File: config.mk
export PLATFORM = sky130hd
export DESIGN_NAME = hazard_ctrl
export DESIGN_NICKNAME = d
export VERILOG_FILES = /design/src/rtl/hazard_ctrl_pkg.sv /design/src/rtl/hazard_ctrl_md_busy_counter.sv /design/src/rtl/hazard_ctrl.sv
export SDC_FILE = /design/constraint.sdc
export NUM_CORES = 1
export LEC_CHECK = 0
export CORE_MARGIN = 2
export CORE_UTILIZATION = 40
export DETAILED_ROUTE_END_ITERATION = 16
export GPL_TIMING_DRIVEN = 1
export PLACE_DENSITY = 0.93
export SLEW_MARGIN = 20
export SYNTH_ARGS = -nofsm -noshare
export SYNTH_HDL_FRONTEND = slang
export SYNTH_SLANG_ARGS = --single-unit
File: constraint.sdc
create_clock -name clk -period 2.3 [get_ports clk]
set_clock_uncertainty 0.05 [all_clocks]
set_input_delay 0.23 -clock clk [delete_from_list [all_inputs] [get_ports clk]]
set_output_delay 0.23 -clock clk [all_outputs]
set_load 0.01 [all_outputs]
File: src/rtl/hazard_ctrl_pkg.sv
// hazard_ctrl_pkg: shared constants for the hazard controller
package hazard_ctrl_pkg;
  localparam int MULT_CYCLES_DEF = 5;
  localparam int DIV_CYCLES_DEF = 10;
  localparam int T_W = 2;
  localparam logic [T_W-1:0] TUSE_NONE = 2'd3;
endpackage

File: src/rtl/hazard_ctrl_md_busy_counter.sv
// md_busy_counter: HI/LO unit busy countdown loaded on mult/div start
module md_busy_counter
  import hazard_ctrl_pkg::*;
#(
  parameter int MULT_CYCLES = MULT_CYCLES_DEF,
  parameter int DIV_CYCLES = DIV_CYCLES_DEF
) (
  input  logic clk,
  input  logic reset,
  input  logic start,
  input  logic op,
  input  logic exc,
  output logic busy
);
  logic [3:0] cnt;
  always_ff @(posedge clk)
    cnt <= reset ? 4'd0 : (start && !exc) ? (op ? 4'(DIV_CYCLES) : 4'(MULT_CYCLES)) : cnt - 4'(cnt != 4'd0);
  assign busy = cnt != 4'd0;
endmodule

File: src/rtl/hazard_ctrl.sv
// hazard_ctrl: pipeline stall/flush control from tuse/tnew data hazards and HI/LO busy
module hazard_ctrl
  import hazard_ctrl_pkg::*;
#(
  parameter int MULT_CYCLES = MULT_CYCLES_DEF,
  parameter int DIV_CYCLES = DIV_CYCLES_DEF
) (
  input  logic           clk,
  input  logic           reset,
  input  logic [4:0]     d_rs_addr,
  input  logic [4:0]     d_rt_addr,
  input  logic [T_W-1:0] d_tuse_rs,
  input  logic [T_W-1:0] d_tuse_rt,
  input  logic [4:0]     e_wr_addr,
  input  logic [4:0]     m_wr_addr,
  input  logic [T_W-1:0] e_tnew,
  input  logic [T_W-1:0] m_tnew,
  input  logic           d_is_md,
  input  logic           e_md_start,
  input  logic           e_md_op,
  input  logic           exc_req,
  output logic           pc_en,
  output logic           d_en,
  output logic           e_clr,
  output logic           flush,
  output logic           md_busy
);
  logic rs_haz, rt_haz, md_haz, stall;
  md_busy_counter #(.MULT_CYCLES(MULT_CYCLES), .DIV_CYCLES(DIV_CYCLES)) u_cnt (
    .clk(clk), .reset(reset), .start(e_md_start), .op(e_md_op), .exc(exc_req), .busy(md_busy)
  );
  always_comb begin
    rs_haz = d_rs_addr != 5'd0 && d_tuse_rs != TUSE_NONE &&
             ((e_wr_addr == d_rs_addr && e_tnew > d_tuse_rs) || (m_wr_addr == d_rs_addr && m_tnew > d_tuse_rs));
    rt_haz = d_rt_addr != 5'd0 && d_tuse_rt != TUSE_NONE &&
             ((e_wr_addr == d_rt_addr && e_tnew > d_tuse_rt) || (m_wr_addr == d_rt_addr && m_tnew > d_tuse_rt));
    md_haz = d_is_md && (md_busy || e_md_start);
    stall = rs_haz || rt_haz || md_haz;
    pc_en = !stall;
    d_en = !stall;
    e_clr = stall && !exc_req;
    flush = exc_req;
  end
endmodule

# Word-level counts from Yosys, hierarchy flattened
# Cells that the tools add are included.
dict set report word_totals {
  ram_bits 0
  word_cells 35
  mem_count 0
  out_inout_bits 5
  ff_bits 4
  latch_bits 0
  input_bits 34
  romBits 0
}
dict set report classes {
  n_mul 0
  div_mod_pow 0
  add_sub_neg 1
  magnitude_cmp 4
  n_mux 2
  shift 0
  bitwise 0
  n_eq_ne 6
  n_reduce_logical 21
}
# cell count
set op_table {}
lappend op_table {{== test 5 bit} 4}
lappend op_table {{logical AND 1 bit} 11}
lappend op_table {{nonzero test 5 bit} 2}
lappend op_table {{> comparator 2 bit} 4}
lappend op_table {{two-way mux 4 bit} 2}
lappend op_table {{logical OR 1 bit} 5}
lappend op_table {{inequality test 2 bit (second input constant)} 2}
lappend op_table {{nonzero test 4 bit} 1}
lappend op_table {{subtractor 4 x 1 -> 4 bit} 1}
lappend op_table {{zero test 1 bit} 2}

# Logic depth before layout (Yosys ltp)
dict set report logic_depth {
  word_depth 7
  ltp_mapped 8
  ltp_nobuf 7
}

# Modules after synthesis
# From an unflattened synthesis, not the netlist that was laid out.
dict set report unflattened {
  hier_cells 85
  hier_area_um2 685.7
}
# module seq_area_each_um2 instances area_each_um2 cells_each
set modules_own_cells {}
lappend modules_own_cells {hazard_ctrl 0.0 1 490.5 65}
lappend modules_own_cells {md_busy_counter 80.1 1 195.2 20}

# Worst setup path after synthesis
# Ideal clock, no wire load.
dict set report synth_path {
  path_type {input to output}
  from {in d_tuse_rt[1]}
  to {out pc_en}
  n_path_buf 1
  cell_stages 8
  required_time_ps 2020
  path_slack_ps 508
  t_arrival_ps 1512
  cell_sequence {inv_1 ha_1 nand2_1 nand4_1 nor4_1 o221ai_1 and3_1 buf_4}
}
dict set report synth_via {
  elab_chain_cells 7
  elab_cells_between_ends 11
  classes_between {2 x order compare; 1 x eq/ne; 8 x reduce/logical}
}
# item line
set synth_lines {}
lappend synth_lines {{start: declaration} hazard_ctrl.sv:13} ;# input logic [T_W-1:0] d_tuse_rt,
lappend synth_lines {{> comparator 2 bit} hazard_ctrl.sv:36} ;# ((e_wr_addr == d_rt_addr && e_tnew > d_tuse_rt) || (m_wr_addr == d_rt_addr && m_tnew > d_tuse_rt));
lappend synth_lines {{logical AND 1 bit} hazard_ctrl.sv:36}
lappend synth_lines {{logical OR 1 bit} hazard_ctrl.sv:36}
lappend synth_lines {{logical AND 1 bit (*)} hazard_ctrl.sv:35} ;# rt_haz = d_rt_addr != 5'd0 && d_tuse_rt != TUSE_NONE &&
lappend synth_lines {{logical OR 1 bit (*) (2 in a row)} hazard_ctrl.sv:38} ;# stall = rs_haz || rt_haz || md_haz;
lappend synth_lines {{zero test 1 bit (*)} -}
lappend synth_lines {{end: declaration} hazard_ctrl.sv:22} ;# output logic pc_en,
# Every way passes the cells marked *; elsewhere a longest branch is shown, timed or not.

# Worst setup path in the final report
dict set report layout_path {
  from {in d_rs_addr[0]}
  to {out pc_en}
}
dict set report layout_via {
  elab_chain_cells 7
  elab_cells_between_ends 11
  classes_between {2 x eq/ne; 9 x reduce/logical}
}
# item line
set layout_lines {}
lappend layout_lines {{start: declaration} hazard_ctrl.sv:10} ;# input logic [4:0] d_rs_addr,
lappend layout_lines {{== test 5 bit} hazard_ctrl.sv:34} ;# ((e_wr_addr == d_rs_addr && e_tnew > d_tuse_rs) || (m_wr_addr == d_rs_addr && m_tnew > d_tuse_rs));
lappend layout_lines {{logical AND 1 bit} hazard_ctrl.sv:34}
lappend layout_lines {{logical OR 1 bit} hazard_ctrl.sv:34}
lappend layout_lines {{logical AND 1 bit (*)} hazard_ctrl.sv:33} ;# rs_haz = d_rs_addr != 5'd0 && d_tuse_rs != TUSE_NONE &&
lappend layout_lines {{logical OR 1 bit (*) (2 in a row)} hazard_ctrl.sv:38}
lappend layout_lines {{zero test 1 bit (*)} hazard_ctrl.sv:39} ;# pc_en = !stall;
# Marks and branches as above.

==> flow_summary.ini <==
[worst_setup_path]
crit_path_top_delay_cell = clkdlybuf4s50_1
endpoint_kind = output port
r2r_slack_ps = 840
path_cells = clkdlybuf4s50_1 -> xnor2_1 -> o2111ai_2 -> nor4_2 -> o221ai_1 -> and3_1 -> buf_2
cp-start-kind = input pin
required_ps = 2020
crit_family = buffers and inverters
worst-path-buf-inv = 2
arrival_ps = 1930
worst-setup-path-type = input pin to output port
r2r-end = u_cnt.cnt[1]$_SDFF_PP0_
cp_max_fo = 3
worstSetupPathDepth = 7
slowest_delay_ps = 510
rr_startpoint = u_cnt.cnt[1]$_SDFF_PP0_
reg2regPathDepth = 6

[routing]
top_layer = met4
wl_met3_um = 117
postRouteAntennaNets = 0
firstDrtPassIters = 4
wl_met1_um = 890
dr.first_iter.drc_count = 23
remaining_drc_errors = 0
via_count = 807
routed_wl_um = 2585
wl_per_cell_um = 17.59
via_per_inst = 5.490
wl_met2_um = 1500

[sta]
fin_crit_ps = 2211
report.final.slew_viol_count = 0
slew_headroom_pct = 77.55
tns_ps = 0
setup_viol = 0
maxClockFrequency_mhz = 452.2
min_period_over_period_pct = 96.14
tightestPinTransition_ps = 333.2
final_hold_viol_count = 0

[cells_and_area]
utilization_pct = 81.12
largest_register_ffs = 4
reg.largest.list = u_cnt.cnt (4)
drive_above_1_share_pct = 25.19
fin_nets = 177
design_area_um2 = 1236
area_growth_syn_to_layout_pct = 87.83
regMostFlops = u_cnt.cnt
fillers = 101
n_antenna_cell = 0

[synth]
ys.flop_type = dfxtp_1
async_flop_share_pct = 0
yosys_warnings = 0
synth-edff-count = 0
ys_ff_latch = 4
ys_seq_area_share_pct = 12.17
synthesis.area_um2 = 658.1
syn_area_per_cell_um2 = 7.835
synth_cells = 84
synth.distinct_cells = 20
syn_nets = 128

[clock_network]
cts_tree = built
post_cts.repair.setup_buffers = 0
clkTransAtPathRegs_ps = 40
worstSkewPairLatency_ps = 250
root_buffer = clkbuf_4
hold_buffers = 0
htreeDepth = 1
clockBufferDepth = 2
cts.sinks = 4
cts_buffers = 3

[global_route]
grt_pass1_wl_um = 3912
grt_pass1_vias = 851
antenna_found_initial = 0
track_usage_pct = 28.23
grt_max_degree = 5
gr-total-overflow = 0

[floorplan]
dieArea_um2 = 1986
initial_utilization_pct = 43.19
core_area_um2 = 1524
die_h_um = 44.56
pin_count = 39
die_w_um = 44.56
rows = 14

[min_path]
min_path_type = flip-flop to flip-flop
hold_end = u_cnt.cnt[0]$_SDFF_PP0_
whs_path_depth = 3
worstHoldStart = u_cnt.cnt[0]$_SDFF_PP0_

[pwr]
power.leakage_nw = 0.5307
powerDensity_nw_per_um2 = 539.0
power_w = 0.0006664
irDropWorstVdd_mv = 0.4336

[placed_design]
place_area_um2 = 1104
dp_hpwl_um = 2054
place_congestion = 0.8298
io_buffers = 38

[run_status]
status = finished clean

[flow_run]
drv_cap = 0
[area by class of cell]
| cell class | count | area (um^2) | share of cell area (%) |
|---|---|---|---|
| Clock buffer | 3 | 22.52 | 1.822 |
| Multi-Input combinational cell | 70 | 649.4 | 52.53 |
| Timing Repair Buffer | 46 | 434.2 | 35.12 |
| Tap cell | 16 | 20.02 | 1.619 |
| Sequential cell | 4 | 80.08 | 6.478 |
| Inverter | 8 | 30.03 | 2.429 |
[synth_stat cells (2+ instances only)]
cell       count  area [um^2]
nand4_1        2        12.51
o221ai_1       2        17.52
nor4_1         4        25.02
xor2_1        10        87.58
nand2b_1       3        18.77
nand2_1        9        33.78
buf_4          2        15.01
or4_1          2        15.01
a21oi_1        6        30.03
dfxtp_1        4        80.08
nor2_1         2        7.510
xnor2_1       12        105.1
o2111ai_1      2        17.52
ha_1          10        125.1
inv_1          8        30.03
nor2b_1        2        12.51
[metrics by stage]
stage / setup WS, ps / hold WS [ps] / instances
after floorplan: 507.6 / 249.1 / 84
after global placement: -440.6 / 509.0 / 144
after detailed placement: -547.1 / 511.8 / 144
after CTS: 8.481 / 516.2 / 147
after global routing: -9.596 / 527.2 / 147
final: 88.82 / 516.6 / 147
[where the power goes]
part           internal [W]  leakage (nW)  switching, W
Sequential         0.000105        0.0333     0.0000220
Clock             0.0000589        0.0138     0.0000373
Combinational      0.000237         0.484      0.000205
Total              0.000402         0.531      0.000265
[routing by layer]
layer / vias up / GRT usage, %
met3: 8 / 6.122
met5: - / 0
met1: 379 / 27.01
li1: 390 / -
met2: 30 / 54.78
met4: 0 / 14.55
[repair_timing]
action / 4_1_cts / 5_1_grt
setup endpoints to repair: 3 / 3
cloned: 0 / 0
gates resized for setup: 23 / 17
endpoints found under the hold margin: 0 / 0
pin swaps: 8 / 12
[placed cells by master (no fill, tap or decap)]
cell type | netlist | layout
clkdlybuf4s50_1 | 0 | 27
xnor2_1 | 12 | 11
xor2_1 | 10 | 10
nand2_1 | 9 | 8
buf_4 | 2 | 8
a21oi_1 | 6 | 6
ha_4 | 0 | 5
dlymetal6s2s_1 | 0 | 5
inv_1 | 8 | 4
inv_2 | 0 | 4
ha_1 | 10 | 4
dfxtp_1 | 4 | 4
nor4_2 | 0 | 3
nand2b_1 | 3 | 3
clkbuf_4 | 0 | 3
dlygate4sd2_1 | 0 | 3
buf_2 | 0 | 3
nor2_1 | 2 | 2
o2111ai_2 | 0 | 2
or4_1 | 2 | 2
o221ai_1 | 2 | 2
nand4_1 | 2 | 2
nor2b_2 | 0 | 1
nor2b_4 | 0 | 1
xnor2_2 | 0 | 1
nand2_2 | 0 | 1
o21ai_0 | 1 | 1
nor4_1 | 4 | 1
and3_1 | 1 | 1
a31oi_1 | 1 | 1
nand3b_1 | 1 | 1
ha_2 | 0 | 1
[logic make-up (layout without fill, tap and decap cells)]
logic type | after synthesis | after routing | synth area share [%]
fa+ha+maj | 10 | 10 | 19.01
compound gates | 12 | 12 | 11.60
simple gates | 26 | 26 | 21.10
flops | 4 | 4 | 12.17
xor+xnor | 22 | 22 | 29.28
buf+inv | 10 | 57 | 6.844
[worst max path at each step]
stage | end | from
floorplan | pc_en | d_tuse_rt[1]
global placement | e_clr | d_tuse_rt[1]
detailed placement | d_en | d_tuse_rs[1]
CTS | d_en | e_tnew[0]
global route | d_en | d_rs_addr[0]
finish | pc_en | d_rs_addr[0]
[worst min-delay path: stages, from the launching register on]
cell	delay [ps]
dfxtp_1	300
inv_1	50
ha_1	120
a21oi_1	50
Note: power is estimated with default switching activity, not from simulation.
